[src/rtl/phase_recover_pkg.sv]
// rtl/phase_recover_pkg.sv - shared state type, arctangent table and constants for phase_recover
package phase_recover_pkg;

  typedef enum logic [1:0] {IDLE, ROTATE, SCALE, OUT} state_t;

  localparam int LUT_DEPTH = 64;
  localparam logic [63:0] PI_Q361 = 64'h6487ED5110B4611A;
  localparam logic [31:0] K_INV = 32'd1304065748;

  // atan(2^-i) in Q3.61; entry 0 is pi/4, the rest come from the odd power series.
  function automatic logic [63:0] atan_lut(input int i);
    logic [127:0] acc;
    logic [127:0] term;
    int sh;
    acc = '0;
    if (i == 0) return 64'h1921FB54442D1846;
    if (i >= LUT_DEPTH) return 64'd0;
    for (int k = 0; k < 64; k++) begin
      sh = 124 - i * (2 * k + 1);
      if (sh >= 0) begin
        term = (128'd1 << sh) / 128'(2 * k + 1);
        if (k % 2 == 0) acc = acc + term;
        else acc = acc - term;
      end
    end
    acc = acc >> 63;
    return acc[63:0];
  endfunction

  // Internal angle keeps two fraction bits beyond the phase output: Q3.(pw-1), rounded.
  function automatic logic [63:0] q361_to_z(input logic [63:0] v, input int pw);
    int sh;
    sh = 62 - pw;
    return (v + (64'd1 << (sh - 1))) >> sh;
  endfunction

  function automatic logic [63:0] pi_code(input int pw);
    return PI_Q361 >> (64 - pw);
  endfunction

endpackage

[src/rtl/phase_recover_cordic_vector_stage.sv]
// rtl/phase_recover_cordic_vector_stage.sv - one combinational CORDIC vectoring micro-rotation
module cordic_vector_stage
  import phase_recover_pkg::*;
#(
  parameter int XW = 67,
  parameter int ZW = 34,
  parameter int PW = 32,
  parameter int IW = 5
) (
  input  logic signed [XW-1:0] x,
  input  logic signed [XW-1:0] y,
  input  logic signed [ZW-1:0] z,
  input  logic [IW-1:0]        i,
  output logic signed [XW-1:0] x_next,
  output logic signed [XW-1:0] y_next,
  output logic signed [ZW-1:0] z_next
);

  logic [ZW-1:0] atan_rom [2**IW];
  logic signed [ZW-1:0] atan;
  logic signed [XW-1:0] xs;
  logic signed [XW-1:0] ys;

  for (genvar g = 0; g < 2**IW; g++) begin : g_rom
    assign atan_rom[g] = ZW'(q361_to_z(atan_lut(g), PW));
  end

  assign atan = atan_rom[i];
  assign xs = x >>> i;
  assign ys = y >>> i;

  always_comb begin
    x_next = x - ys;
    y_next = y + xs;
    z_next = z - atan;
    if (!y[XW-1]) begin
      x_next = x + ys;
      y_next = y - xs;
      z_next = z + atan;
    end
  end

endmodule

[src/rtl/phase_recover.sv]
// rtl/phase_recover.sv - iterative CORDIC vectoring: (sin, cos) pair to phase and magnitude
module phase_recover
  import phase_recover_pkg::*;
#(
  parameter int DATA_WIDTH  = 64,
  parameter int PHASE_WIDTH = 32,
  parameter int ITERATIONS  = 32
) (
  input  logic                   clk,
  input  logic                   reset,
  input  logic                   in_valid,
  output logic                   in_ready,
  input  logic [DATA_WIDTH-1:0]  sin_in,
  input  logic [DATA_WIDTH-1:0]  cos_in,
  output logic                   out_valid,
  input  logic                   out_ready,
  output logic [PHASE_WIDTH-1:0] phase,
  output logic [DATA_WIDTH-1:0]  magnitude
);

  localparam int XW = DATA_WIDTH + 3;
  localparam int ZW = PHASE_WIDTH + 2;
  localparam int IW = $clog2(ITERATIONS);
  localparam logic [IW-1:0] LAST = IW'(ITERATIONS - 1);
  localparam logic signed [ZW-1:0] Z_HALF_PI = ZW'(q361_to_z(PI_Q361 >> 1, PHASE_WIDTH));
  localparam logic signed [ZW-1:0] Z_RND = ZW'(2);
  localparam logic signed [ZW-1:0] PI_Z = ZW'(pi_code(PHASE_WIDTH));
  localparam logic [PHASE_WIDTH-1:0] PH_MAX = PHASE_WIDTH'(pi_code(PHASE_WIDTH));
  localparam logic [PHASE_WIDTH-1:0] PH_MIN = PHASE_WIDTH'(64'd1 - pi_code(PHASE_WIDTH));

  state_t state;
  logic signed [XW-1:0] x, y, x0, y0, x_n, y_n;
  logic signed [ZW-1:0] z, z0, z_n, z_round;
  logic [IW-1:0] iter;
  logic zero_in;
  logic signed [XW-1:0] sin_x, cos_x;
  logic [XW+31:0] prod;
  logic [DATA_WIDTH-1:0] mag_scaled;
  logic [PHASE_WIDTH-1:0] phase_sat;

  assign sin_x = XW'($signed(sin_in));
  assign cos_x = XW'($signed(cos_in));

  // Fold the left half-plane onto the right so the micro-rotations always converge.
  always_comb begin
    x0 = cos_x;
    y0 = sin_x;
    z0 = '0;
    if (cos_in[DATA_WIDTH-1]) begin
      if (!sin_in[DATA_WIDTH-1]) begin
        x0 = sin_x;
        y0 = -cos_x;
        z0 = Z_HALF_PI;
      end else begin
        x0 = -sin_x;
        y0 = cos_x;
        z0 = -Z_HALF_PI;
      end
    end
  end

  cordic_vector_stage #(.XW(XW), .ZW(ZW), .PW(PHASE_WIDTH), .IW(IW)) u_stage (
    .x(x), .y(y), .z(z), .i(iter),
    .x_next(x_n), .y_next(y_n), .z_next(z_n)
  );

  assign prod = (XW + 32)'($unsigned(x)) * (XW + 32)'(K_INV);
  assign mag_scaled = DATA_WIDTH'(prod >> 31);

  always_comb begin
    z_round = (z + Z_RND) >>> 2;
    phase_sat = PHASE_WIDTH'(z_round);
    if (z_round > PI_Z) phase_sat = PH_MAX;
    else if (z_round <= -PI_Z) phase_sat = PH_MIN;
  end

  always_ff @(posedge clk) begin
    if (reset) begin
      state     <= IDLE;
      in_ready  <= 1'b1;
      out_valid <= 1'b0;
      phase     <= '0;
      magnitude <= '0;
      x         <= '0;
      y         <= '0;
      z         <= '0;
      iter      <= '0;
      zero_in   <= 1'b0;
    end else begin
      case (state)
        IDLE: begin
          if (in_valid && in_ready) begin
            x        <= x0;
            y        <= y0;
            z        <= z0;
            iter     <= '0;
            zero_in  <= (sin_in == '0) && (cos_in == '0);
            in_ready <= 1'b0;
            state    <= ROTATE;
          end
        end
        ROTATE: begin
          x <= x_n;
          y <= y_n;
          z <= z_n;
          if (iter == LAST) state <= SCALE;
          else iter <= iter + 1'b1;
        end
        SCALE: begin
          // A zero vector leaves y at zero, so z drifts up the whole table; pin it.
          magnitude <= mag_scaled;
          phase     <= zero_in ? '0 : phase_sat;
          out_valid <= 1'b1;
          state     <= OUT;
        end
        OUT: begin
          if (out_ready) begin
            out_valid <= 1'b0;
            in_ready  <= 1'b1;
            state     <= IDLE;
          end
        end
        default: state <= IDLE;
      endcase
    end
  end

endmodule

[config.mk]
export PLATFORM = sky130hd
export DESIGN_NAME = phase_recover
export DESIGN_NICKNAME = d
export VERILOG_FILES = /design/src/rtl/phase_recover_pkg.sv /design/src/rtl/phase_recover_cordic_vector_stage.sv /design/src/rtl/phase_recover.sv
export SDC_FILE = /design/constraint.sdc
export NUM_CORES = 2
export LEC_CHECK = 0
export CAP_MARGIN = 30
export CORE_MARGIN = 2
export CORE_UTILIZATION = 50
export CTS_BUF_LIST = sky130_fd_sc_hd__clkbuf_2
export DETAILED_ROUTE_END_ITERATION = 10
export PLACE_DENSITY = 0.69
export RECOVER_POWER = 50
export SETUP_SLACK_MARGIN = 0.2
export SLEW_MARGIN = 20
export SYNTH_ARGS = -nofsm -noshare
export SYNTH_HDL_FRONTEND = slang
export SYNTH_HIERARCHICAL = 1
export SYNTH_SLANG_ARGS = --single-unit
export TNS_END_PERCENT = 50
[constraint.sdc]
create_clock -name clk -period 11.2 [get_ports clk]
set_clock_uncertainty 0.05 [all_clocks]
set_input_delay 2.24 -clock clk [delete_from_list [all_inputs] [get_ports clk]]
set_output_delay 2.24 -clock clk [all_outputs]
set_load 0.03 [all_outputs]
After elaboration in Yosys (flattened, before gate mapping) --
Memory sizes are Yosys's and may differ from the RTL's. Cells that the tools add are included.
Cells by class: $add $sub $neg 10, $mul 1, divide/modulo/power cells 0, $lt $le $gt $ge 3, equal/unequal tests 8, shifts and indexed selects 2, muxes and demuxes 32, bitwise logic cells 1, reductions and logical operators 14
Operator list (number):
- $mux W67 | 8
- $pmux W67 S2 | 2
- $mux W34 | 6
- $add A67 B67 Y67 | 2
- $neg A64 Y67 | 2
- $sshr A67 B5 Y67 | 2
- $sub A67 B67 Y67 | 2
- $logic_not A64 Y1 | 2
- $mux W32 | 3
- $mul A67 B29 Y93 const B | 1
- $pmux W34 S2 | 1
- $add A34 B3 Y34 const B | 1
- $add A34 B34 Y34 | 1
- $sub A34 B34 Y34 | 1
- $gt A32 B32 Y1 const B | 1
- $le A32 B32 Y1 const B | 1
- $mux W5 | 2
- $pmux W5 S2 | 1
- $reduce_and A3 Y1 | 3
- $ne A2 B2 Y1 const B | 4
- $pmux W2 S4 | 1
- $ge A6 B6 Y1 const B | 1
- $mux W2 | 3
- $not A5 Y6 | 1
- 10 further kinds | 19
Word-level totals: register bits after elaboration 274, bits in latches 0, RAM bits 0, bits in read-only memories 1088, bits of input ports 132, output and inout bits 98, memories 1
Memories:
- (name not given) | words 32, width 34, read ports 1, clocked after Yosys merged registers in 0, write ports 0, RTL line phase_recover_cordic_vector_stage.sv:28 | assign atan = atan_rom[i];

Longest topological paths before layout --
word-level depth 7, gate-level depth with buffers 38, gate-level depth less buffers 28

By module --
Netlist, hierarchy kept.
Modules (own cells, without submodules):
- phase_recover | times used 1, cells each 5584, area an instance 51891.0 µm², sequential area each 5485.3 µm²
- cordic_vector_stage | times used 1, cells each 3267, area an instance 24847.6 µm², sequential area each 0.0 µm²

Worst setup path after synthesis --
Ideal clock, no wire load.
path type register to register, start point register x[11], end point register magnitude[62], library setup time 117 ps, arrival time 7408 ps, data required time 11033 ps, slack 3625 ps, cell stages (with the launch flop) 24, clock period less this slack 7575 ps, path through dfxtp_1 inv_1 fa_1 fa_1 inv_1 fa_1 fa_1 fa_1 fa_1 fa_1 inv_1 fa_1 inv_1 ha_1 clkbuf_1 nand4_1 or4_1 a211oi_2 o2111ai_1 a2111oi_2 o211ai_2 a21boi_1 o21ai_0 a32o_1
Between the ends: word-level cells in the longest chain between the ends 1
RTL lines:
- start: declaration | RTL line phase_recover.sv:32 | logic signed [XW-1:0] x, y, x0, y0, x_n, y_n;
- start signal: assignment | RTL line phase_recover.sv:103 | x <= x_n;
- $mul A67 B29 Y93 | RTL line phase_recover.sv:67 | assign prod = (XW + 32)'($unsigned(x)) * (XW + 32)'(K_INV);
- end signal: assignment | RTL line phase_recover.sv:111 | magnitude <= mag_scaled;
- end: declaration | RTL line phase_recover.sv:18 | output logic [DATA_WIDTH-1:0] magnitude
No other way between the ends. A chain may end at the register's enable or synchronous reset.

Worst setup path after layout --
start point register iter[3], end point register y[60]
Between the ends: word-level cells in the longest chain between the ends 4, elaborated cells between the ends (all ways) 5, those cells by class add/sub (2); shift (1); mux (2)
RTL lines:
- start: declaration | RTL line phase_recover.sv:34 | logic [IW-1:0] iter;
- start signal: assignment | RTL line phase_recover.sv:107 | else iter <= iter + 1'b1;
- $sshr A67 B5 Y67 * | RTL line phase_recover_cordic_vector_stage.sv:29 | assign xs = x >>> i;
- $sub A67 B67 Y67 or $add A67 B67 Y67 (tied branches) | RTL line phase_recover_cordic_vector_stage.sv:38, phase_recover_cordic_vector_stage.sv:34
- $mux W67 * | RTL line phase_recover_cordic_vector_stage.sv:36 | if (!y[XW-1]) begin
- named net y_n[60] | RTL line phase_recover.sv:32
- $pmux W67 S2 * | RTL line phase_recover.sv:90 | case (state)
- end signal: assignment | RTL line phase_recover.sv:94 | y <= y0;
- end signal: assignment | RTL line phase_recover.sv:104 | y <= y_n;
- end: declaration | RTL line phase_recover.sv:32
Mark *: on every way through the listed nets, which the timed path passes. The rest lies on a longest branch.

==> qor.yml <==
netlist_area_um2: 76700
critPathMaxFanout: 58
ctsRootBufferMaster: "clkbuf_2"
vias_per_cell: 6.32
drc_errors: 0
cts_tree: "yes"
outcome: "complete, but fails checks"
layout_min_cycle_time_ps: 9870
drive_gt1_share_pct: 6.83
setup-violations-final: 0
finalCritPeriodShare_pct: 88.1
synth_edf_count: 0
coreArea_um2: 152000
first_global_vias: 68400
ctsResizeCount: 0
ys_seq_area_share_pct: 7.15
yosys.cell_count.top_type: "inv_1"
tns_ps: 0
start_util_pct: 50.4
drv_slew: 301
maxCapViolations: 7
whs_path_depth: 2
core.rowCount: 143
gp_congestion: 1.05
cts_setup_buffers: 0
max_freq_mhz: 101
die_w_um: 396
synth_top_area_share_pct: 26.6
yosys.area.top_type: "fa_1"
worstPathArrival_ps: 10920
dieArea_um2: 157000
insertion_delay_ps: 1480
hold_buffers: 0
vias: 69300
overflow: 0
regToRegSetupSlack_ps: 1330
ys.flop_type: "dfxtp_1"
worst_pin_slew_ps: 4130
syn_avg_cell_area_um2: 8.67
drtPass1Iterations: 9
cts_buffers: 87
grt.total_usage_pct: 37.8
place_inst: 10800
instances_no_fill: 11000
clkSinkCount: 274
routed_wl_um: 299000
clockBufferDepth: 3
nets: 10700
violations: "capacitance limit, slew limit"
final_core_util_pct: 53.5
port_buffers: 229
hold_viol: 0
hp-class: "flip-flop to flip-flop"
area_growth_pct: 6.09
antenna_found_initial: 21
grt_max_degree: 140
yosysUniqueCellTypes: 116
wl_per_cell_um: 27.3
synth_area_leaders: "fa_1, ha_1, dfxtp_1"
die_h_um: 396
htreeDepth: 3
cp-start-kind: "flip-flop"
hpwl_um: 248000
synth.net_count: 10700
clk_pin_slew_ps: 120
drtIter0Drc: 8079
ant_nets: 0
worst-setup-path-type: "flip-flop to flip-flop"
ys_seq_elements: 274
rsz0062_at_grt: "no"
synth_commonest_cells: "inv_1, fa_1, ha_1"
synthCells: 8851
grt_pass1_wl_um: 446000
reg2regPathDepth: 26
crit_required_ps: 12250
slew_headroom_pct: -175
async_flop_share_pct: 0
ios: 230
cp-end-kind: "flip-flop"
synth_warnings: 6
-- flip-flops by register name (all words and copies together) (netlist names) --
register,flops
in_ready,1
y,67
x,67
phase,32
zero_in,1
iter,5
z,34
magnitude,64
out_valid,1
state,2
-- path summary, 6_finish.rpt --
| check | from | endpoint |
|---|---|---|
| max | iter[3] | y[60] |
| min | magnitude[38] | magnitude[38] |
| max reg2reg | iter[3] | y[60] |
| min reg2reg | magnitude[38] | magnitude[38] |
-- metrics by stage --
| stage | hold slack, ps | setup slack, ps | cell area, um^2 |
|---|---|---|---|
| 6_report | 412 | 1330 | 81400 |
| 5_1_grt | 442 | 836 | 81400 |
| 4_1_cts | 419 | 1800 | 81400 |
| 3_5_place_dp | 397 | 1710 | 80600 |
| 3_3_place_gp | 392 | 1810 | 80500 |
| 2_1_floorplan | 396 | 3620 | 76700 |
-- placed cells by master, fill, tap and decap left out, types with 57 or more instances in the layout --
cell             netlist  routed
inv_1               1431    1430
nor2_1               657     654
xnor2_1              308     308
dfxtp_1              274     268
nand4_1               72      72
a21o_1               124     124
nand3_1              126     126
xor2_1               197     197
nand2b_1              57      57
o21ai_0              334     333
mux2i_1              214     214
buf_4                 19      99
clkdlybuf4s50_1        0     127
ha_1                 736     734
a211oi_1             265     265
a21oi_1              497     497
mux2_2                70      70
nor3_1               207     207
mux4_2               170     170
clkbuf_2               1     125
fa_1                1019    1019
a31oi_1               99      99
o211ai_1              81      81
dlygate4sd3_1          0      99
nand2_1              555     555
-- metal layers --
layer | part of all wire (%) | vias to the layer above | GRT usage, %
li1 | - | 30400 | -
met1 | 40 | 34300 | 50.3
met2 | 45 | 3842 | 58.8
met3 | 9.7 | 728 | 7.25
met4 | 6.1 | 14 | 19.2
met5 | 0.028 | - | 0
-- cell type report --
class                   instances  area (um^2)
fillers                     14200        70900
repair buffers                348         3280
well taps                    2030         2540
inverters                    1435         5390
diodes                         18         45.0
clock buffers                 125          626
flip-flops and latches        274         5510
multi-input cells            6706        63900
clock inverters                30          149
-- kinds of logic after synthesis --
logic type,after synthesis,synth area share [%]
simple gates,2062,12.9
compound gates,1897,16.2
buf+inv,1871,9.68
fa+ha+maj,1755,38.6
xor+xnor,505,5.76
mux,487,9.77
flops,274,7.15
-- critical path, stage by stage (launching register included) --
cell	delay, ps
dfxtp_4	800
buf_4	770
clkbuf_1	1280
nor2b_1	650
buf_4	290
a32oi_1	120
o221ai_1	130
a21oi_1	130
nand3_1	320
nor3_1	170
a21oi_1	200
xnor2_1	170
ha_1	340
a21o_1	210
a21o_1	180
a2111oi_0	550
nor2_1	140
o21ai_0	530
o21a_1	450
o311ai_0	380
a31oi_1	470
o21ai_0	140
a21oi_1	350
o21ai_0	180
xor2_1	170
a211oi_1	250
nor3_1	80
Power is left out: the tool's default activity adds up to more than one toggle a clock period on the data nets, which glitch-free logic cannot reach.
